### config.mk
export PLATFORM = sky130hd
export DESIGN_NAME = ex_mem_skid_register
export DESIGN_NICKNAME = d
export VERILOG_FILES = /design/src/rtl/ex_mem_skid_register_pkg.sv /design/src/rtl/ex_mem_skid_register_skid_entry.sv /design/src/rtl/ex_mem_skid_register.sv
export SDC_FILE = /design/constraint.sdc
export NUM_CORES = 1
export LEC_CHECK = 0
export CELL_PAD_IN_SITES_DETAIL_PLACEMENT = 0
export CELL_PAD_IN_SITES_GLOBAL_PLACEMENT = 1
export CORE_MARGIN = 5
export CORE_UTILIZATION = 46
export DETAILED_ROUTE_END_ITERATION = 10
export DONT_BUFFER_PORTS = 1
export HOLD_SLACK_MARGIN = 0.12
export PLACE_DENSITY = 0.76
export REMOVE_ABC_BUFFERS = 1
export SYNTH_ARGS = -nofsm -noshare
export SYNTH_HDL_FRONTEND = slang
export SYNTH_SLANG_ARGS = --single-unit
### constraint.sdc
create_clock -name i_Clock -period 2.6 [get_ports i_Clock]
set_input_delay 0.13 -clock i_Clock [delete_from_list [all_inputs] [get_ports i_Clock]]
set_output_delay 0.13 -clock i_Clock [all_outputs]
set_load 0.02 [all_outputs]
### src/rtl/ex_mem_skid_register_pkg.sv
// Shared types and constants for the EX/MEM skid register.
// Optional perf counters: EX_MEM_PERF_COUNTERS_EN.
package ex_mem_skid_register_pkg;

  localparam int DATA_W_DEF = 32;
  localparam int REG_W_DEF  = 5;
  localparam int CTRL_W_DEF = 4;

  localparam int CTRL_MEM_READ   = 0;
  localparam int CTRL_MEM_WRITE  = 1;
  localparam int CTRL_REG_WRITE  = 2;
  localparam int CTRL_MEM_TO_REG = 3;

  typedef struct packed {
    logic [DATA_W_DEF-1:0] alu_result;
    logic [DATA_W_DEF-1:0] store_data;
    logic [REG_W_DEF-1:0]  reg_dst;
    logic [CTRL_W_DEF-1:0] ctrl;
  } ex_mem_bundle_t;

  // Occupancy encoded as {skid_valid, head_valid}
  typedef enum logic [1:0] {
    OCC_EMPTY = 2'b00,
    OCC_ONE   = 2'b01,
    OCC_TWO   = 2'b11
  } occ_e;

endpackage

### src/rtl/ex_mem_skid_register_skid_entry.sv
// One valid+payload register with load and clear.
// Clear wins over load; reset zeroes the payload.
module ex_mem_skid_register_skid_entry #(
  parameter int W = 1
) (
  input  logic         clk_i,
  input  logic         rst_i,
  input  logic         clr_i,
  input  logic         load_i,
  input  logic [W-1:0] data_i,
  output logic         valid_o,
  output logic [W-1:0] data_o
);

  logic         valid_q, valid_d;
  logic [W-1:0] data_q, data_d;

  // Next-state: clear drops the entry, load captures new payload
  always_comb begin
    valid_d = valid_q;
    data_d  = data_q;
    if (clr_i) begin
      valid_d = 1'b0;
    end else if (load_i) begin
      valid_d = 1'b1;
      data_d  = data_i;
    end
  end

  // State register with synchronous reset
  always_ff @(posedge clk_i) begin
    if (rst_i) begin
      valid_q <= 1'b0;
      data_q  <= '0;
    end else begin
      valid_q <= valid_d;
      data_q  <= data_d;
    end
  end

  assign valid_o = valid_q;
  assign data_o  = data_q;

endmodule

### src/rtl/ex_mem_skid_register.sv
// EX/MEM boundary with a two-entry skid buffer and forwarding tap.
// Optional perf counters: EX_MEM_PERF_COUNTERS_EN.
module ex_mem_skid_register
  import ex_mem_skid_register_pkg::*;
#(
  parameter int DATA_W = DATA_W_DEF,
  parameter int REG_W  = REG_W_DEF,
  parameter int CTRL_W = CTRL_W_DEF
) (
  input  logic              i_Clock,
  input  logic              i_Reset,
  input  logic              i_Flush,
  input  logic              i_In_Valid,
  output logic              o_In_Ready,
  input  logic [DATA_W-1:0] i_ALU_Result,
  input  logic [DATA_W-1:0] i_Store_Data,
  input  logic [REG_W-1:0]  i_Reg_Dst,
  input  logic [CTRL_W-1:0] i_Ctrl,
  output logic              o_Out_Valid,
  input  logic              i_Out_Ready,
  output logic [DATA_W-1:0] o_ALU_Result,
  output logic [DATA_W-1:0] o_Store_Data,
  output logic [REG_W-1:0]  o_Reg_Dst,
  output logic [CTRL_W-1:0] o_Ctrl,
`ifdef EX_MEM_PERF_COUNTERS_EN
  output logic [31:0]       o_Stall_Count,
  output logic [31:0]       o_Xfer_Count,
`endif
  output logic              o_Fwd_Valid,
  output logic [REG_W-1:0]  o_Fwd_Reg,
  output logic [DATA_W-1:0] o_Fwd_Data
);

  localparam int PW = 2*DATA_W + REG_W + CTRL_W;

  logic          head_v, skid_v;
  logic [PW-1:0] head_q, skid_q, in_pl, head_d;
  logic          head_load, head_clr;
  logic          skid_load, skid_clr;
  logic          head_sel_skid;
  logic          in_fire, out_fire;
  occ_e          occ;

  assign in_pl    = {i_ALU_Result, i_Store_Data, i_Reg_Dst, i_Ctrl};
  assign in_fire  = i_In_Valid & ~skid_v;
  assign out_fire = head_v & i_Out_Ready;
  assign occ      = occ_e'({skid_v, head_v});
  assign head_d   = head_sel_skid ? skid_q : in_pl;

  // Occupancy transitions; flush overrides any load
  always_comb begin
    head_load     = 1'b0;
    head_clr      = 1'b0;
    skid_load     = 1'b0;
    skid_clr      = 1'b0;
    head_sel_skid = 1'b0;
    case (occ)
      OCC_EMPTY: head_load = in_fire;
      OCC_ONE: begin
        if (in_fire && out_fire) head_load = 1'b1;
        else if (out_fire)       head_clr  = 1'b1;
        else if (in_fire)        skid_load = 1'b1;
      end
      OCC_TWO: begin
        if (out_fire) begin
          head_load     = 1'b1;
          head_sel_skid = 1'b1;
          skid_clr      = 1'b1;
        end
      end
      default: begin
        head_clr = 1'b1;
        skid_clr = 1'b1;
      end
    endcase
    if (i_Flush) begin
      head_load = 1'b0;
      skid_load = 1'b0;
      head_clr  = 1'b1;
      skid_clr  = 1'b1;
    end
  end

  ex_mem_skid_register_skid_entry #(.W(PW)) u_head (
    .clk_i   (i_Clock),
    .rst_i   (i_Reset),
    .clr_i   (head_clr),
    .load_i  (head_load),
    .data_i  (head_d),
    .valid_o (head_v),
    .data_o  (head_q)
  );

  ex_mem_skid_register_skid_entry #(.W(PW)) u_skid (
    .clk_i   (i_Clock),
    .rst_i   (i_Reset),
    .clr_i   (skid_clr),
    .load_i  (skid_load),
    .data_i  (in_pl),
    .valid_o (skid_v),
    .data_o  (skid_q)
  );

  // Outputs come straight from registered state
  always_comb begin
    o_In_Ready  = ~skid_v;
    o_Out_Valid = head_v;
    {o_ALU_Result, o_Store_Data, o_Reg_Dst, o_Ctrl} = head_q;
    o_Fwd_Reg   = o_Reg_Dst;
    o_Fwd_Data  = o_ALU_Result;
    o_Fwd_Valid = head_v & o_Ctrl[CTRL_REG_WRITE] & (o_Reg_Dst != '0);
  end

`ifdef EX_MEM_PERF_COUNTERS_EN
  logic [31:0] stall_q, stall_d, xfer_q, xfer_d;

  // Saturating counters; flush does not touch them
  always_comb begin
    stall_d = stall_q;
    xfer_d  = xfer_q;
    if (head_v && !i_Out_Ready && stall_q != '1) stall_d = stall_q + 32'd1;
    if (out_fire && xfer_q != '1) xfer_d = xfer_q + 32'd1;
  end

  // Counter registers
  always_ff @(posedge i_Clock) begin
    if (i_Reset) begin
      stall_q <= '0;
      xfer_q  <= '0;
    end else begin
      stall_q <= stall_d;
      xfer_q  <= xfer_d;
    end
  end

  assign o_Stall_Count = stall_q;
  assign o_Xfer_Count  = xfer_q;
`endif

endmodule
==> impl_metrics.yaml <==
clocking:
  cts.sink_count: 148
  root_buffer: "clkbuf_16"
  clock_path_buffers: 2
  cts_buffers: 17
  clkTransAtPathRegs_ns: 0.06
  cts_tree: "done"
  insertion_delay_ns: 0.41
  htreeDepth: 4
  cts_setup_buffers: 0
finish:
  finalInstanceArea_um2: 9080
  nets: 1029
  area_growth_pct: 27.3
  diodes: 0
  drive_gt1_share_pct: 12.2
  post-route-util_pct: 59.7
worst_setup_path:
  worstReg2RegStart: "u_head.valid_o"
  cp_slowest_stage_delay_ns: 0.57
  critical_path_arrival_ns: 2.81
  crit_path_top_delay_cell: "dlygate4sd3_1"
  rrSetupSlack_ns: 0.14
  end_kind: "flop"
  crit_chain: "inv_1, ha_1, nor2_1, and4_2, buf_4, nand2_1, a21oi_1, dlygate4sd3_1"
  critical_path.top_delay_family: "buffers and inverters"
  r2r-end: "u_skid.data_o[39]"
  crit_fanout: 23
  cp.required_ns: 2.95
  critPathKind: "flop to flop"
  reg2reg_depth: 8
  crit_path_start_kind: "flop"
  cp_num_buf_inv: 3
route:
  vias_per_cell: 5.27
  drc: 0
  vias: 6043
  final_antenna_net_count: 0
  drt-total-wl_um: 19100
  routedWlPerCell_um: 16.7
  drt-initial-drc-count: 308
  first_pass_iters: 5
placed_design:
  dp_hpwl_um: 9820
  place_ws_ns: 0.279
  placed_area_um2: 6910
  io_buffer_count: 0
  place_congestion: 0.835
global_routing:
  grt_pass1_wl_um: 31200
  antenna_found_initial: 0
  use_met1_pct: 25.5
  grtUsageMet2_pct: 37.0
  grt_overflow_total: 0
  track_usage_pct: 21.3
  met3_usage_pct: 5.81
  grt_max_degree: 135
  grt_pass1_vias: 6166
  grt.busiest_layer: "met2"
sta:
  tightest_slew_ns: 0.667
  maxSlewHeadroom_pct: 55.5
  hold_violations: 0
  drv_slew: 0
  grt_setup_unrepaired: "false"
  hold_slack_ns: 0.168
  finalSetupViolations: 0
  worst_slack_ns: 0.145
  min_period_ns: 2.46
  post-route-period-util_pct: 94.4
  fmax_mhz: 407
  clock_skew_ns: 0.00805
die:
  initial_core_util_pct: 46.9
  num_io_pins: 191
  die_h_um: 134
  rows: 45
  die_w_um: 134
  fp.dieArea_um2: 18100
  core_um2: 15200
yosys:
  ys_ff_latch: 148
  synth_top_cell_by_area: "dfxtp_1"
  yosys.area.top_type_share_pct: 41.6
  netlist_area_um2: 7130
  synth-seq-area-share_pct: 41.6
  synthCells: 856
  yosys_warnings: 0
  yosysUniqueCellTypes: 29
  syn_area_per_cell_um2: 8.33
  synth_area_leaders: "dfxtp_1 42%, nand2_1 15%, mux2_4 15%"
job:
  maxCapViolCount: 0
power_and_ir_drop:
  power_leakage_nw: 3.90
  power.density_nw_per_um2: 585
  power.total_mw: 5.31
  ir_drop_uv: 433
hold_path:
  hold_path_end: "u_head.data_o[33]"
  hold_class: "input port to flop"
  min-delay-start: "i_Store_Data[24]"
  min_path_cells: 3
status:
  status: "completed"
==> registers in the layout (all words and copies together), names as in the netlist <==
name / flops
u_skid.data_o: 73
u_head.valid_o: 1
u_head.data_o: 73
u_skid.valid_o: 1
==> timing repair <==
action | CTS | global route
endpoints found under the hold margin | 148 | 0
gates resized for setup | 0 | 2
hold buffers | 160 | 0
endpoints found under the setup margin | 0 | 70
==> synth_stat cells <==
library cell and n:
buf_4 37, a31oi_1 1, or3_1 1, a211oi_1 1, nand3_1 1, and3_1 1, buf_1 6, ha_1 5
nand2_1 293, nor4b_1 1, buf_2 18, inv_1 3, nor3b_2 1, buf_6 7, nor2b_1 74, nor2_1 1
o32ai_1 1, o311a_1 1, and4_1 1, clkbuf_1 30, mux2_4 70, dfxtp_1 148, nand4_1 1, a2111oi_0 1
a21oi_1 146, and3b_1 1, mux2_2 3, a22o_1 1, o21ai_4 1
==> cell families after synthesis <==
group                      Yosys count  synth area share (%)
AOI/OAI and AO/OA                  153                  11.2
DFF                                148                  41.6
buffers and inverters              101                  8.32
and+or+nand+nor                    376                  22.9
muxes                               73                  15.2
adders and majority gates            5                 0.878
==> per-layer routing <==
| layer | vias to the layer above | routed length, um |
|---|---|---|
| li1 | 2925 | - |
| met2 | 179 | 9500 |
| met4 | 0 | 341 |
| met3 | 26 | 1330 |
| met5 | - | 0 |
| met1 | 2913 | 7950 |
==> worst max-delay path by stage <==
stage                         startpoint                 to  slack [ns]  cells after the start
after floorplan           u_head.valid_o   u_head.data_o[0]       -1.68                      5
after global placement    u_head.valid_o  u_head.data_o[34]        0.32                      6
after detailed placement  u_head.valid_o  u_head.data_o[51]        0.28                      6
after CTS                 u_head.valid_o   u_skid.data_o[1]        0.03                      8
after global routing      u_head.valid_o  u_skid.data_o[38]        0.02                      8
final                     u_head.valid_o  u_skid.data_o[39]        0.14                      8
==> area by class of cell <==
type | count | area, um^2
multi-input combinational | 607 | 3580
sequential | 148 | 2960
timing repair buffer | 169 | 1740
tap | 188 | 235
clock inverter | 9 | 81.3
clock buffer | 22 | 464
fill | 1321 | 6120
inverter | 3 | 11.3
==> cells in the final DEF, fill, tap and decap left out, types with 2 or more instances in the layout <==
| master | n |
|---|---|
| dfxtp_1 | 147 |
| clkbuf_1 | 3 |
| a21oi_1 | 146 |
| clkinvlp_4 | 3 |
| buf_4 | 4 |
| mux2_4 | 70 |
| mux2_2 | 3 |
| nor2b_1 | 74 |
| nand2_1 | 293 |
| buf_12 | 4 |
| dlygate4sd3_1 | 159 |
| clkbuf_8 | 2 |
| clkinv_2 | 4 |
| inv_1 | 3 |
| ha_1 | 5 |
| clkbuf_16 | 17 |
==> worst reg2reg max path: cells and delay by family, from the launching register on <==
family / cells / cell delay, ns
buffers and inverters: 3 / 1.00
and+or+nand+nor: 3 / 0.56
DFF: 1 / 0.48
adders and majority gates: 1 / 0.21
AOI/OAI and AO/OA: 1 / 0.14
==> report_power, final <==
group          internal (mW)  leakage, nW  switching (mW)
Combinational          0.294         2.44           0.200
Clock                   1.35        0.262           0.917
Sequential              2.35         1.20           0.190
==> per-stage QoR <==
stage / instances / setup TNS [ns]
floorplan: 758 / -149.11
global placement: 955 / 0
detailed placement: 955 / 0
CTS: 1146 / 0
global route: 1146 / 0
finish: 1146 / 0
Note: power is estimated with default switching activity, not from simulation.
